--- src/rtl/longdiv_pkg.sv ---
// longdiv_pkg: FSM state encoding and default sizes shared by the longdiv_scheduler files
package longdiv_pkg;
  localparam int DEF_N_REQ = 2;
  localparam int DEF_WIDTH = 8;
  typedef enum logic [2:0] {S_IDLE, S_LOAD, S_START, S_WAIT, S_RESP} state_t;
endpackage

--- src/rtl/longdiv_scheduler_if.sv ---
// longdiv_scheduler_if: client-side req/gnt/response bus of the shared divider scheduler
// DIVZERO_CHECK_EN adds the rsp_dz divide-by-zero flag.
interface longdiv_scheduler_if
  import longdiv_pkg::*;
#(
  parameter int N_REQ = DEF_N_REQ,
  parameter int WIDTH = DEF_WIDTH
);
  logic [N_REQ-1:0]       req;
  logic [N_REQ*WIDTH-1:0] req_A;
  logic [N_REQ*WIDTH-1:0] req_B;
  logic [N_REQ-1:0]       gnt;
  logic [N_REQ-1:0]       rsp_valid;
  logic [WIDTH-1:0]       rsp_Q;
  logic [WIDTH-1:0]       rsp_R;
  logic                   busy;
`ifdef DIVZERO_CHECK_EN
  logic                   rsp_dz;
  modport master (output req, req_A, req_B, input gnt, rsp_valid, rsp_Q, rsp_R, busy, rsp_dz);
  modport slave  (input req, req_A, req_B, output gnt, rsp_valid, rsp_Q, rsp_R, busy, rsp_dz);
`else
  modport master (output req, req_A, req_B, input gnt, rsp_valid, rsp_Q, rsp_R, busy);
  modport slave  (input req, req_A, req_B, output gnt, rsp_valid, rsp_Q, rsp_R, busy);
`endif
endinterface

--- src/rtl/rr_arbiter.sv ---
// rr_arbiter: combinational round-robin pick, searching upward from ptr with wrap-around
module rr_arbiter #(
  parameter int N_REQ = 2,
  localparam int IW = $clog2(N_REQ)
) (
  input  logic [N_REQ-1:0] req,
  input  logic [IW-1:0]    ptr,
  output logic [N_REQ-1:0] gnt,
  output logic [IW-1:0]    idx,
  output logic             any
);
  always_comb begin
    gnt = '0;
    idx = '0;
    any = 1'b0;
    for (int k = 0; k < N_REQ; k++) begin
      if (!any && req[(int'(ptr) + k) % N_REQ]) begin
        any = 1'b1;
        idx = IW'((int'(ptr) + k) % N_REQ);
        gnt[(int'(ptr) + k) % N_REQ] = 1'b1;
      end
    end
  end
endmodule

--- src/rtl/longdiv_scheduler.sv ---
// longdiv_scheduler: round-robin sharing of one longdivider among N_REQ requesters
// DIVZERO_CHECK_EN answers B==0 requests locally without touching the divider.
module longdiv_scheduler
  import longdiv_pkg::*;
#(
  parameter int N_REQ = DEF_N_REQ,
  parameter int WIDTH = DEF_WIDTH
) (
  input  logic               Clock,
  input  logic               Reset,
  longdiv_scheduler_if.slave bus,
  output logic               div_Resetn,
  output logic               div_LA,
  output logic               div_EB,
  output logic               div_s,
  output logic [WIDTH-1:0]   div_DataA,
  output logic [WIDTH-1:0]   div_DataB,
  input  logic [WIDTH-1:0]   div_Q,
  input  logic [WIDTH-1:0]   div_R,
  input  logic               div_Done
);
  localparam int IW = $clog2(N_REQ);
  state_t           state;
  logic [IW-1:0]    ptr, id, win_idx;
  logic [N_REQ-1:0] win;
  logic             any, done_armed, dz;
  logic [WIDTH-1:0] win_a, win_b;
  function automatic logic [IW-1:0] nxt(input logic [IW-1:0] i);
    return (int'(i) == N_REQ - 1) ? '0 : i + 1'b1;
  endfunction
  rr_arbiter #(.N_REQ(N_REQ)) u_arb (.req(bus.req), .ptr, .gnt(win), .idx(win_idx), .any);
  assign win_a      = bus.req_A[win_idx*WIDTH +: WIDTH];
  assign win_b      = bus.req_B[win_idx*WIDTH +: WIDTH];
  assign div_Resetn = ~Reset;
  assign bus.busy   = state != S_IDLE;
`ifdef DIVZERO_CHECK_EN
  assign dz = win_b == '0;
`else
  assign dz = 1'b0;
`endif
  // RESP also arbitrates so a new grant can follow the response immediately
  always_ff @(posedge Clock) begin
    if (Reset) begin
      state         <= S_IDLE;
      ptr           <= '0;
      id            <= '0;
      done_armed    <= 1'b0;
      bus.gnt       <= '0;
      bus.rsp_valid <= '0;
      bus.rsp_Q     <= '0;
      bus.rsp_R     <= '0;
      div_LA        <= 1'b0;
      div_EB        <= 1'b0;
      div_s         <= 1'b0;
      div_DataA     <= '0;
      div_DataB     <= '0;
`ifdef DIVZERO_CHECK_EN
      bus.rsp_dz    <= 1'b0;
`endif
    end else begin
      bus.gnt       <= '0;
      bus.rsp_valid <= '0;
      div_LA        <= 1'b0;
      div_EB        <= 1'b0;
      div_s         <= 1'b0;
`ifdef DIVZERO_CHECK_EN
      bus.rsp_dz    <= 1'b0;
`endif
      case (state)
        S_LOAD: begin
          div_LA <= 1'b1;
          div_EB <= 1'b1;
          state  <= S_START;
        end
        S_START: begin
          div_s      <= 1'b1;
          done_armed <= 1'b0;
          state      <= S_WAIT;
        end
        S_WAIT: begin
          // a Done still high from the previous op is ignored until Done has been seen low
          if (div_Done && done_armed) begin
            bus.rsp_Q     <= div_Q;
            bus.rsp_R     <= div_R;
            bus.rsp_valid <= N_REQ'(1) << id;
            ptr           <= nxt(id);
            state         <= S_RESP;
          end else if (!div_Done) done_armed <= 1'b1;
        end
        default: begin
          state <= any ? S_LOAD : S_IDLE;
          if (any) begin
            bus.gnt <= win;
            id      <= win_idx;
          end
          if (any && !dz) begin
            div_DataA <= win_a;
            div_DataB <= win_b;
          end
`ifdef DIVZERO_CHECK_EN
          if (any && dz) begin
            bus.rsp_Q     <= '1;
            bus.rsp_R     <= win_a;
            bus.rsp_valid <= win;
            bus.rsp_dz    <= 1'b1;
            ptr           <= nxt(win_idx);
            state         <= S_RESP;
          end
`endif
        end
      endcase
    end
  end
endmodule

--- src/flat_wrapper.sv ---
// flat-port wrapper written by rule: the top's interface ports become plain ports
module longdiv_scheduler_flat import longdiv_pkg::*;
#(
  parameter int N_REQ = DEF_N_REQ,
  parameter int WIDTH = DEF_WIDTH
)
  (Clock, Reset, div_Resetn, div_LA, div_EB, div_s, div_DataA, div_DataB, div_Q, div_R, div_Done, bus_req, bus_req_A, bus_req_B, bus_gnt, bus_rsp_valid, bus_rsp_Q, bus_rsp_R, bus_busy);
  longdiv_scheduler_if #(.N_REQ(N_REQ), .WIDTH(WIDTH)) bus_i ();
  input  logic Clock;
  input  logic Reset;
  output logic div_Resetn;
  output logic div_LA;
  output logic div_EB;
  output logic div_s;
  output logic [WIDTH-1:0] div_DataA;
  output logic [WIDTH-1:0] div_DataB;
  input  logic [WIDTH-1:0] div_Q;
  input  logic [WIDTH-1:0] div_R;
  input  logic div_Done;
  input wire logic [$bits(bus_i.req)-1:0] bus_req;
  input wire logic [$bits(bus_i.req_A)-1:0] bus_req_A;
  input wire logic [$bits(bus_i.req_B)-1:0] bus_req_B;
  output wire logic [$bits(bus_i.gnt)-1:0] bus_gnt;
  output wire logic [$bits(bus_i.rsp_valid)-1:0] bus_rsp_valid;
  output wire logic [$bits(bus_i.rsp_Q)-1:0] bus_rsp_Q;
  output wire logic [$bits(bus_i.rsp_R)-1:0] bus_rsp_R;
  output wire logic [$bits(bus_i.busy)-1:0] bus_busy;
  assign bus_i.req = bus_req;
  assign bus_i.req_A = bus_req_A;
  assign bus_i.req_B = bus_req_B;
  assign bus_gnt = bus_i.gnt;
  assign bus_rsp_valid = bus_i.rsp_valid;
  assign bus_rsp_Q = bus_i.rsp_Q;
  assign bus_rsp_R = bus_i.rsp_R;
  assign bus_busy = bus_i.busy;
  longdiv_scheduler #(.N_REQ(N_REQ), .WIDTH(WIDTH)) u_core (.Clock(Clock), .Reset(Reset), .bus(bus_i), .div_Resetn(div_Resetn), .div_LA(div_LA), .div_EB(div_EB), .div_s(div_s), .div_DataA(div_DataA), .div_DataB(div_DataB), .div_Q(div_Q), .div_R(div_R), .div_Done(div_Done));
endmodule
--- config.mk ---
export PLATFORM = sky130hd
export DESIGN_NAME = longdiv_scheduler_flat
export DESIGN_NICKNAME = d
export VERILOG_FILES = /design/src/rtl/longdiv_pkg.sv /design/src/rtl/longdiv_scheduler_if.sv /design/src/rtl/rr_arbiter.sv /design/src/rtl/longdiv_scheduler.sv /design/src/flat_wrapper.sv
export SDC_FILE = /design/constraint.sdc
export NUM_CORES = 1
export LEC_CHECK = 0
export ABC_AREA = 1
export CORE_UTILIZATION = 44
export DETAILED_ROUTE_END_ITERATION = 8
export HOLD_SLACK_MARGIN = 0.1
export PLACE_DENSITY_LB_ADDON = 0.2
export SYNTH_ARGS = -nofsm -noshare
export SYNTH_HDL_FRONTEND = slang
export SYNTH_SLANG_ARGS = --single-unit
--- constraint.sdc ---
create_clock -name Clock -period 2.3 [get_ports Clock]
set_clock_uncertainty 0.1 [all_clocks]
set_input_delay 0.23 -clock Clock [delete_from_list [all_inputs] [get_ports Clock]]
set_output_delay 0.23 -clock Clock [all_outputs]
set_load 0.01 [all_outputs]
==> results of run 1 <==
-- kinds of logic (layout without fill, tap and decap cells) --
family	Yosys count	after routing	synth area share, %
buf+inv	55	145	13.33
simple gates	168	168	35.91
flops	44	44	44.28
compound gates	22	22	6.479
-- metal layers --
| layer | global-route usage, % | wire [µm] | part of all wire [%] |
|---|---|---|---|
| met5 | 0 | 0 | 0 |
| met4 | 3.628 | 40 | 0.82 |
| met3 | 7.122 | 354 | 7.2 |
| met2 | 34.95 | 2327 | 48 |
| met1 | 26.47 | 2161 | 44 |
-- per-stage QoR --
step	power (µW)	instances	util, %	setup slack [ns]	hold slack, ns
6_report	2235	431	68.74	0.4873	0.3878
5_1_grt	2373	431	68.74	0.4444	0.4167
4_1_cts	2255	431	68.74	0.4932	0.3885
3_5_place_dp	1763	423	66.67	0.4524	0.3698
3_3_place_gp	1746	423	66.67	0.5086	0.3671
2_1_floorplan	1418	289	-	1.016	0.2024
-- worst reg2reg max path, cell delays in order, from the launching register on --
cell and delay [ns]:
dfxtp_1 0.39, o21ai_4 0.45, nand2_4 0.25, nand2_1 0.11, nand2_1 0.06, nor2_1 0.12
-- sequential cells by signal, summed over array words and instances (netlist names) --
register	cells
u_core.div_DataB	8
u_core.bus.rsp_R	8
u_core.bus.gnt	2
u_core.ptr	1
u_core.state	3
u_core.div_DataA	8
u_core.div_s	1
u_core.div_EB	1
u_core.done_armed	1
u_core.bus.rsp_valid	2
u_core.bus.rsp_Q	8
u_core.id	1
-- final cells by class --
type	instances	area (µm²)	area share, %
Inverter	40	152.6	5.100
Sequential cell	44	880.8	29.43
Multi-Input combinational cell	190	843.3	28.18
Tap cell	52	65.06	2.174
Timing Repair Buffer	97	960.9	32.11
Clock buffer	8	90.09	3.010
-- power by group --
part           internal (µW)  total [µW]  switching [µW]
Combinational            408         799             390
Clock                    245         493             247
Sequential               872         944            72.2
-- synthesized netlist by cell type (all sizes together) --
cell type	instances	share of area (%)
nand4	1	0.31
o21ai	20	5.8
or2	1	0.31
clkbuf	3	0.57
a31oi	1	0.31
o21a	1	0.38
inv	40	7.7
nor3	1	0.25
buf	12	5.1
nand2	40	8.2
dfxtp	44	44
nor2	87	17
nand3	38	10
-- cells in the final DEF (no fill, tap or decap), drive strengths merged --
cell type	instances
buf	4
dfxtp	44
nor2	87
nor3	1
o21ai	20
clkbuf	8
or2	1
nand2	40
clkdlybuf4s50	93
nand3	38
a31oi	1
inv	40
nand4	1
o21a	1
-- worst max-delay path by stage --
| stage | cells past startpoint | from | slack, ns | endpoint |
|---|---|---|---|---|
| 2_1_floorplan | 7 | u_core.state[2]$_SDFFE_PP0P_ | 1.02 | u_core.bus.rsp_Q[0]$_SDFFE_PP0P_ |
| 3_3_place_gp | 5 | Reset | 0.51 | u_core.id$_SDFFE_PP0P_ |
| 3_5_place_dp | 7 | bus_req[0] | 0.45 | u_core.div_DataB[0]$_SDFFE_PP0P_ |
| 4_1_cts | 3 | u_core.state[0]$_SDFFE_PP0P_ | 0.49 | bus_busy |
| 5_1_grt | 3 | u_core.state[0]$_SDFFE_PP0P_ | 0.44 | bus_busy |
| 6_report | 3 | u_core.state[0]$_SDFFE_PP0P_ | 0.49 | bus_busy |
==> metrics, run 1 <==
syn_nets 342; Max-slew headroom roughly 64%; final wirelength between 4000 and 5000 µm; startpoint types flip-flop; R2R cell count 5; share of post-route cells with drive strength above 1 5.013%; crit-path max cell delay around 0.53 ns; Post-CTS Resized 0; Post-Syn Area 1989 µm²; finished layout cell area 2993 µm²; power per cell area 746.8 nW/µm²; GR Overflow Total 0; CP top delay family buffers and inverters; Yosys reg bits 44; Die H roughly 69 µm; Clk Latency, worst-skew pair 0.29 ns; First-pass DRT Iterations 4; H-Tree Depth 2; Tcrit/Tclk final approximately four fifths; Fmax achieved around 550 MHz; DR vias/cell 4.740; global-route wire length before repair about 8300 µm; vias in the first global route 1,905; via count 2,043; die area 4794 µm²; worst r2r dst u_core.div_DataB[0]$_SDFFE_PP0P_; CP max-delay cell clkdlybuf4s50_1; Mapped Cells 289; CTS Hold Buffers Added 0; RSZ-0062 raised after global routing false; detailed placer's ending HPWL between 3000 and 4000 µm; Post-CTS Setup Repair Bufs 0; Final ANT Viol Nets 0; port bufs a little over 90; routability cong. 0.7211; area grow syn2layout 50.44%; max-slew violation count 0; HP Start u_core.done_armed$_SDFFE_PP0P_; Row Count 24; initial antenna violation count 0; WS Path Type reg2out; Chip Width 69.24 µm; drt drc 0; status completed; endpoints failing hold 0; CORE AREA ~4400 µm²; crit path DAT 1.48 ns; Pleak 0.001355 µW; CP Capture Type output port; CTS root buf clkbuf_8; CTS clock-pin slew for the worst setup and hold paths 0.08 ns; Global Route Usage Sum 20.93%; number of distinct library cells after synthesis 24; hold endpoint u_core.done_armed$_SDFFE_PP0P_; n_diodes 0; largest net degree at the start of global routing 39; fin crit period approximately 1.8 ns; CTS Buf Count 5; dpl cell area 2903 µm²; crit-path cells inv_1 -> nand3_1 -> clkdlybuf4s50_1; CTS tree yes; number of clock sinks 44; IO Count 94; worst-margin pin slew 0.5452 ns; max_cap viols 0; R2R setup slack 0.76 ns; crit path max fanout 5; hold depth 1; register area share after synthesis 44.28%; drt wl/cell 11.33 µm; Hold Crit Class reg2reg; WP data required 1.97 ns; DRT iter0 DRCs 152; Max Root-Sink Buffers 2; reg2reg start u_core.state[0]$_SDFFE_PP0P_; final setup vio count 0; Synth warnings 0; syn_area_per_cell 6.884 µm²; Crit path buffers/inverters 2; VDD IR max 0.0005158 V; Fill cells about 370; setup_tns 0 ns; Initial Util between 40 and 50%; Layout Nets 431
No activity file was read; power rests on OpenSTA's default activity.
==> run 2: changes to the inputs <==
CORE_UTILIZATION = 37   (was 44)
clock period = 1.55 ns   (was 2.3 ns; I/O delays follow)
==> run 2 against run 1 <==
  * Total power up 57%
  * Critical path type unchanged
  * Largest cell class unchanged
  * Worst setup slack worse by 0.37 ns
  * Count of clock-buffer cells in the layout down 2
  * Critical endpoint is now bus_rsp_R[0]
  * Flip-flop and latch count unchanged
==> metrics, run 2 (synthesis results as in run 1) <==
crit path max fanout 2 (was 5); VDD IR max 0.0004967 V (was 0.0005158 V); fin crit period 1.432 ns; max_cap viols 0 (unchanged); finished layout cell area 3144 µm² (was 2993 µm²); Psw 1074 µW (was 709.9 µW); total power 3519 µW (was 2235 µW); crit-path cells clkdlybuf4s50_1 (was inv_1 -> nand3_1 -> clkdlybuf4s50_1); power per cell area 1119 nW/µm² (was 746.8 nW/µm²); IO Count 94 (unchanged); worst-margin pin slew 0.3057 ns (was 0.5452 ns); worst r2r dst u_core.div_DataA[3]$_SDFFE_PP0P_ (was u_core.div_DataB[0]$_SDFFE_PP0P_); Pleak 0.001428 µW (was 0.001355 µW); CTS clock-pin slew for the worst setup and hold paths 0.08 ns (about the same); Layout Nets 438 (was 431); final wirelength 5087 µm (was 4884 µm); Row Count 26 (was 24); share of post-route cells with drive strength above 1 7.772% (was 5.013%); max-slew violation count 0 (unchanged); R2R cell count 5 (unchanged); CORE AREA 5140 µm² (was 4354 µm²); drt wl/cell 11.16 µm (was 11.33 µm); DRT iter0 DRCs 96 (was 152); initial antenna violation count 0 (unchanged); DR vias/cell 4.445 (was 4.740); Global Route Usage Sum 18.86% (was 20.93%); Clk pwr share 24.2% (was 22.0%); HP Start div_Q[6] (was u_core.done_armed$_SDFFE_PP0P_); Crit path buffers/inverters 1 (was 2); port bufs 93 (unchanged); global-route wire length before repair 8135 µm (was 8307 µm); CP max-delay cell clkdlybuf4s50_1 (unchanged); Tcrit/Tclk final 92.41%; startpoint types flip-flop (unchanged); reg2reg start u_core.state[0]$_SDFFE_PP0P_ (unchanged); crit path DAT 1.18 ns (was 1.48 ns); H-Tree Depth 2 (unchanged); crit-path max cell delay 0.55 ns (was 0.53 ns); Util after Layout 61.17% (was 68.74%); CTS root buf clkbuf_8 (unchanged); sequential power share 40.2% (was 42.2%); Hold Crit Class in2reg (was reg2reg); commonest non-fill, non-tap cell in the layout clkdlybuf4s50_1 (unchanged); WS Path Type reg2out (unchanged); hold endpoint u_core.bus.rsp_Q[6]$_SDFFE_PP0P_ (was u_core.done_armed$_SDFFE_PP0P_); largest net degree at the start of global routing 19 (was 39); Max-slew headroom 79.54% (was 63.62%); drt drc 0 (unchanged); Fmax achieved roughly 700 MHz; CTS tree yes (unchanged); RSZ-0062 raised after global routing false (unchanged); most frequent cells in the layout clkdlybuf4s50_1 (91), nor2_1 (86), dfxtp_1 (42) (was clkdlybuf4s50_1 (93), nor2_1 (86), dfxtp_1 (44)); GR Overflow Total 0 (unchanged); Chip Width 75.33 µm (was 69.24 µm); detailed placer's ending HPWL 3686 µm (was 3445 µm); final setup vio count 0 (unchanged); n_diodes 0 (unchanged); WP data required 1.29 ns (was 1.97 ns); number of clock sinks 44 (unchanged); pre-CTS setup slack 0.006694 ns (was 0.4524 ns); CTS Buf Count 5 (unchanged); Max Root-Sink Buffers 2 (unchanged); Post-CTS Setup Repair Bufs 0 (unchanged); via count 2,027 (was 2,043); vias in the first global route 1,930 (was 1,905); Clk Latency, worst-skew pair 0.29 ns (about the same); routability cong. 0.7486 (was 0.7211); setup_tns 0 ns (unchanged); dpl cell area 3028 µm² (was 2903 µm²); Internal 2446 µW (was 1525 µW); CP top delay family buffers and inverters (unchanged); status completed (unchanged); hold depth 3 (was 1); First-pass DRT Iterations 4 (unchanged); Gate power share 35.7% (about the same); die area 5674 µm² (was 4794 µm²); area grow syn2layout 58.05% (was 50.44%); Die H 75.33 µm (was 69.24 µm); Initial Util 38.70% (was 45.69%); Final ANT Viol Nets 0 (unchanged); endpoints failing hold 0 (unchanged); CTS Hold Buffers Added 0 (unchanged); Sw Ratio 30.51% (was 31.76%); CP Capture Type output port (unchanged); CP Launch Point u_core.bus.rsp_R[0]$_SDFFE_PP0P_ (was u_core.state[0]$_SDFFE_PP0P_); Post-CTS Resized 6 (was 0); final worst setup slack 0.1177 ns (was 0.4873 ns); R2R setup slack 0.26 ns (was 0.76 ns)
-- run 2: how the worst max path moves through the flow --
stage / endpoint / slack (ns) / depth (start not counted)
2_1_floorplan: u_core.bus.rsp_Q[0]$_SDFFE_PP0P_ / 0.27 / 7
3_3_place_gp: div_Resetn / 0.03 / 3
3_5_place_dp: u_core.div_DataA[6]$_SDFFE_PP0P_ / 0.007 / 6
4_1_cts: div_Resetn / 0.02 / 3
5_1_grt: bus_rsp_R[6] / 0.07 / 1
6_report: bus_rsp_R[0] / 0.12 / 1
-- run 2: cell type report --
type	count	area (µm²)
fill	493	1996
timing repair buffer	104	1065
sequential	44	888.4
multi-input combinational	190	843.3
inverter	40	152.6
tap	70	87.58
clock buffer	6	72.57
clock inverter	2	35.03
-- run 2: metal layers --
metal,part of all wire [%],routed length (µm),GRT usage (%)
met5,0,0,0
met4,0.71,36,5.556
met3,8.3,423,6.217
met2,47,2378,34.23
met1,44,2247,20.97
-- run 2: power by group through the flow --
stage / logic, µW / registers, µW / clock network [µW]
2_1_floorplan: 624 / 1480 / 0
3_3_place_gp: 1260 / 1420 / 0
3_5_place_dp: 1280 / 1430 / 0
4_1_cts: 1270 / 1410 / 880
5_1_grt: 1420 / 1430 / 919
6_report: 1260 / 1410 / 851
-- run 2: through the flow --
stage,hold slack [ns],std cells
3_5_place_dp,0.3783,448
6_report,0.3419,456
2_1_floorplan,0.1274,289
3_3_place_gp,0.3665,448
5_1_grt,0.3514,456
4_1_cts,0.3319,456
